`src/rtl/mbist_mem_pkg.sv`:
```
// Shared definitions for the MBIST-wrapped memory slice.
//   DEFAULT_ADDR_W / DEFAULT_DATA_W : default geometry (8 words x 8 bits)
//   DEPTH                           : word count for the default geometry
//   TEST_MODE_MBIST / TEST_MODE_CPU : encodings of the test_mode select
package mbist_mem_pkg;

    localparam int unsigned DEFAULT_ADDR_W = 3;
    localparam int unsigned DEFAULT_DATA_W = 8;
    localparam int unsigned DEPTH          = 2 ** DEFAULT_ADDR_W;

    localparam logic TEST_MODE_MBIST = 1'b1;
    localparam logic TEST_MODE_CPU   = 1'b0;

endpackage : mbist_mem_pkg

```
`src/rtl/mbist_mem_array.sv`:
```
// Clocked single-port storage with asynchronous clear.
//   clk   : rising-edge clock
//   rst_n : async active-low reset; clears every word and dout
//   write : store din at addr on the rising edge
//   read  : load dout from addr on the rising edge (1-cycle latency)
//   din   : write data
//   addr  : word address (all 2**ADDR_W values valid)
//   dout  : registered read data, holds when read=0
module mbist_mem_array
    import mbist_mem_pkg::*;
#(
    parameter int unsigned ADDR_W = DEFAULT_ADDR_W,
    parameter int unsigned DATA_W = DEFAULT_DATA_W
) (
    input  logic              clk,
    input  logic              rst_n,
    input  logic              write,
    input  logic              read,
    input  logic [DATA_W-1:0] din,
    input  logic [ADDR_W-1:0] addr,
    output logic [DATA_W-1:0] dout
);

    localparam int unsigned WORDS = 2 ** ADDR_W;

    logic [DATA_W-1:0] mem_q [WORDS];
    logic [DATA_W-1:0] dout_q;
    logic [DATA_W-1:0] dout_d;

    // Read samples the pre-edge contents, so a same-address read and
    // write on one edge returns the old word (read-before-write).
    always_comb begin
        dout_d = dout_q;
        if (read) begin
            dout_d = mem_q[addr];
        end
    end

    always_ff @(posedge clk or negedge rst_n) begin
        if (!rst_n) begin
            for (int unsigned i = 0; i < WORDS; i++) begin
                mem_q[i] <= '0;
            end
            dout_q <= '0;
        end else begin
            dout_q <= dout_d;
            if (write) begin
                mem_q[addr] <= din;
            end
        end
    end

    assign dout = dout_q;

endmodule : mbist_mem_array

```
`src/rtl/mbist_mem_wrapper.sv`:
```
// Memory wrapper selecting between MBIST and CPU access ports.
//   clk, rst_n                          : clock, async active-low reset
//   test_mode                           : 1 = MBIST owns the array, 0 = CPU
//   mbist_rd/wr/addr/din                : MBIST access port
//   cpu_rd/wr/addr/din                  : functional CPU access port
//   mem_read/write/addr/din             : muxed controls seen by the array
//   dout                                : shared registered read data
module mbist_mem_wrapper
    import mbist_mem_pkg::*;
#(
    parameter int unsigned ADDR_W = DEFAULT_ADDR_W,
    parameter int unsigned DATA_W = DEFAULT_DATA_W
) (
    input  logic              clk,
    input  logic              rst_n,
    input  logic              test_mode,
    input  logic              mbist_rd,
    input  logic              mbist_wr,
    input  logic [ADDR_W-1:0] mbist_addr,
    input  logic [DATA_W-1:0] mbist_din,
    input  logic              cpu_rd,
    input  logic              cpu_wr,
    input  logic [ADDR_W-1:0] cpu_addr,
    input  logic [DATA_W-1:0] cpu_din,
    output logic              mem_read,
    output logic              mem_write,
    output logic [ADDR_W-1:0] mem_addr,
    output logic [DATA_W-1:0] mem_din,
    output logic [DATA_W-1:0] dout
);

    always_comb begin
        mem_read  = cpu_rd;
        mem_write = cpu_wr;
        mem_addr  = cpu_addr;
        mem_din   = cpu_din;
        if (test_mode == TEST_MODE_MBIST) begin
            mem_read  = mbist_rd;
            mem_write = mbist_wr;
            mem_addr  = mbist_addr;
            mem_din   = mbist_din;
        end
    end

    mbist_mem_array #(
        .ADDR_W (ADDR_W),
        .DATA_W (DATA_W)
    ) u_array (
        .clk   (clk),
        .rst_n (rst_n),
        .write (mem_write),
        .read  (mem_read),
        .din   (mem_din),
        .addr  (mem_addr),
        .dout  (dout)
    );

endmodule : mbist_mem_wrapper

```
`config.mk`:
```
export PLATFORM = sky130hd
export DESIGN_NAME = mbist_mem_wrapper
export DESIGN_NICKNAME = d
export VERILOG_FILES = /design/src/rtl/mbist_mem_pkg.sv /design/src/rtl/mbist_mem_array.sv /design/src/rtl/mbist_mem_wrapper.sv
export SDC_FILE = /design/constraint.sdc
export NUM_CORES = 1
export LEC_CHECK = 0
export CORE_MARGIN = 2
export CORE_UTILIZATION = 54
export DETAILED_ROUTE_END_ITERATION = 10
export HOLD_SLACK_MARGIN = 0.06
export MAX_ROUTING_LAYER = met4
export PLACE_DENSITY_LB_ADDON = 0.25
export SLEW_MARGIN = 20
export SYNTH_ARGS = -nofsm -noshare
export SYNTH_HDL_FRONTEND = slang
export SYNTH_SLANG_ARGS = --single-unit
```
`constraint.sdc`:
```
create_clock -name clk -period 1.6 [get_ports clk]
set_input_delay 0.24 -clock clk [delete_from_list [all_inputs] [get_ports clk]]
set_output_delay 0.24 -clock clk [all_outputs]
set_load 0.02 [all_outputs]
```
==> summary.md <==
| Metric | Value |
|---|---|
| R2R setup slack | `430 ps` |
| Final Hold Fails | `0` |
| Post-layout minimum cycle time | `1580 ps` |
| Met2 Use GR | `0.422` |
| Worst slew margin | `0.748` |
| Launch point of the worst reg-to-reg path | `u_array.mem_q[11]` |
| DRT Pass-1 Iters | `5` |
| Die Y | `83.9 um` |
| Synthesis-to-layout area growth | `31.6%` |
| Dpl hpwl | `5950 um` |
| Fmax | `634 MHz` |
| Pins Over Slew Limit | `0` |
| Worst Path Max Fanout | `2` |
| Grt peak-use layer | `met2` |
| Power density over the cells | `1220 mW/mm^2` |
| FF-to-FF path depth | `3` |
| Power Total | `5530 uW` |
| Synth unique cells | `35` |
| Total leakage power | `0.00203 uW` |
| Warnings, synthesis | `0` |
| Synthesized net count | `347` |
| # H-tree levels | `3` |
| Routed WL | `8530 um` |
| Worst EP arrival | `1340 ps` |
| Worst r2r dst | `u_array.dout[3]` |
| Clock buffer depth | `2` |
| CP Depth | `1` |
| Mapped cell area | `0.00344 mm^2` |
| First-iteration detailed-routing DRC count | `157` |
| Asr flop ratio synth | `1.00` |
| Worst setup margin | `22.7 ps` |
| Register bit total from synthesis | `72` |
| Peak VDD IR | `0.814 mV` |
| Skew final | `8.67 ps` |
| Ant diodes | `0` |
| Seq/Total Area, Yosys | `0.523` |
| Remaining antenna violation count after routing | `0` |
| Grt ovf | `0` |
| Worst-Skew Late Latency | `360 ps` |
| Routability-driven placement congestion ratio | `0.814` |
| Final non-filler cell total | `483` |
| Number of global-route vias before repair | `2696` |
| Core Area | `0.00624 mm^2` |
| TritonCTS Buffers | `9` |
| Initial Utilization | `0.552` |
| Via/cell ratio | `5.52` |
| CP Class | `reg2out` |
| Core Util, Final | `0.726` |
| Share of cells above drive strength 1 | `0.256` |
| Reg clk slew, reported paths | `90 ps` |
| Critical Path End | `dout[1]` |
| Root cell of the clock tree | `clkbuf_8` |
| Worst path slowest cell | `clkdlybuf4s50_1` |
| Tcrit/Tclk final | `0.986` |
| Via count | `2666` |
| Tightest Pin Transition | `378 ps` |
| Run status | `complete, no violations` |
| RSZ-0062 raised after global routing | `no` |
| CTS tree | `built` |
| Residual DRC | `0` |
| Cell Chain, Critical Path | `clkdlybuf4s50_1` |
| Biggest cell delay along the critical path | `610 ps` |
| Die X-Extent | `83.9 um` |
| GRT Resource Usage Total | `0.270` |
| Worst Setup SP | `u_array.dout[1]` |
| Drt wl/cell | `17.7 um` |
| EDFF count, synth | `0` |
| Dpl ws | `-597 ps` |
| Worst hold path class | `in2async` |
| Clock sinks | `72` |
| Row count | `29` |
| Met1 GRT Util | `0.368` |
| Startpoint types | `flip-flop` |
| Pin count of the biggest net entering global routing | `73` |
| Commonest non-fill, non-tap cell in the layout | `dfrtp_1` |
| Buf+Inv Stages, Crit Path | `1` |
| First-pass GRT wire length | `14200 um` |
| Initial antenna violation count | `0` |
| Top Ports | `50` |
| Crit path required time | `1360 ps` |
| Mapped Cells | `318` |
| Commonest cells after routing, fill and taps aside | `72 x dfrtp_1, 40 x nor2_1, 40 x nand2_1` |
| Port Buf Inserts | `49` |
| Top_reg_cell synth | `dfrtp_1` |
| Met3 usage | `0.0386` |
| Die area | `0.00703 mm^2` |
| Placed Cells | `462` |
| Max Cap Viol | `0` |
| Final Setup Violations | `0` |
| Critical path's top delay family | `buffers and inverters` |
| Avg Cell Area, Syn | `10.8 um^2` |
| Nets | `430` |
| Worst Setup End Kind | `primary output` |
[final cells by class]
| class | count | area [um^2] |
|---|---|---|
| timing repair buffer | 89 | 842 |
| fill | 449 | 1710 |
| inverter | 9 | 33.8 |
| clock buffer | 10 | 138 |
| tap | 77 | 96.3 |
| sequential | 72 | 1800 |
| clock inverter | 6 | 66.3 |
| multi-input combinational | 220 | 1550 |
[Yosys cell counts (all sizes together) (2+ instances only)]
cell | number | share of area
inv | 9 | 0.0098
a21oi | 32 | 0.046
o22a | 8 | 0.020
clkbuf | 5 | 0.0058
a31oi | 8 | 0.015
mux2 | 4 | 0.013
nand3b | 4 | 0.0087
a22oi | 3 | 0.019
mux4 | 8 | 0.052
nor2 | 41 | 0.045
a2bb2o | 2 | 0.0087
nand3 | 2 | 0.0029
o21ai | 32 | 0.055
buf | 13 | 0.031
nor3b | 2 | 0.0058
nand2 | 40 | 0.044
dfrtp | 72 | 0.52
mux2i | 25 | 0.076
or3b | 2 | 0.0058
[how the worst min path moves through the flow]
stage                      from                 to  cells after the start
after floorplan           rst_n    u_array.dout[0]                      0
after global placement    rst_n  u_array.mem_q[50]                      2
after detailed placement  rst_n  u_array.mem_q[62]                      2
after CTS                 rst_n  u_array.mem_q[62]                      3
after global routing      rst_n  u_array.mem_q[62]                      3
final                     rst_n  u_array.mem_q[62]                      3
[state kept, by name (all words and copies together) (netlist names)]
name,count
u_array.dout,8
u_array.mem_q,64
[cells by family (layout without fill, tap and decap cells)]
| kind of cell | count (synthesis) | in the layout | share of synthesized area |
|---|---|---|---|
| AND/OR/NAND/NOR | 94 | 94 | 0.117 |
| AO/OA/AOI/OAI | 88 | 88 | 0.171 |
| flip-flops | 72 | 72 | 0.523 |
| multiplexers | 37 | 38 | 0.142 |
| buffers and inverters | 27 | 114 | 0.0469 |
[through the flow]
step,hold slack [ps],setup TNS [ps],instance area (um^2)
final,420,0,4530
after global routing,495,0,4530
after CTS,449,0,4520
after detailed placement,297,-30900,4230
after global placement,292,-29190,4230
after floorplan,-55.6,0,3440
[layer usage]
layer	up-vias	wire length [um]
li1	1285	-
met1	1303	3800
met2	63	4290
met3	15	282
met4	0	157
met5	-	0
[report_power, final]
group / switching [uW] / internal, uW / leakage, uW / total [uW]
sequential: 286 / 2310 / 0.000853 / 2600
combinational: 721 / 722 / 0.00108 / 1440
clock: 722 / 764 / 0.0000949 / 1490
[repair_timing]
| item | in CTS | in global routing |
|---|---|---|
| endpoints found under the setup margin | 38 | 15 |
| gates cloned | 1 | 1 |
| setup buffers | 2 | 0 |
| resized for setup | 56 | 8 |
| endpoints found under the hold margin | 72 | 0 |
| hold buffers | 1 | 0 |
(Power assumes the default switching activity.)
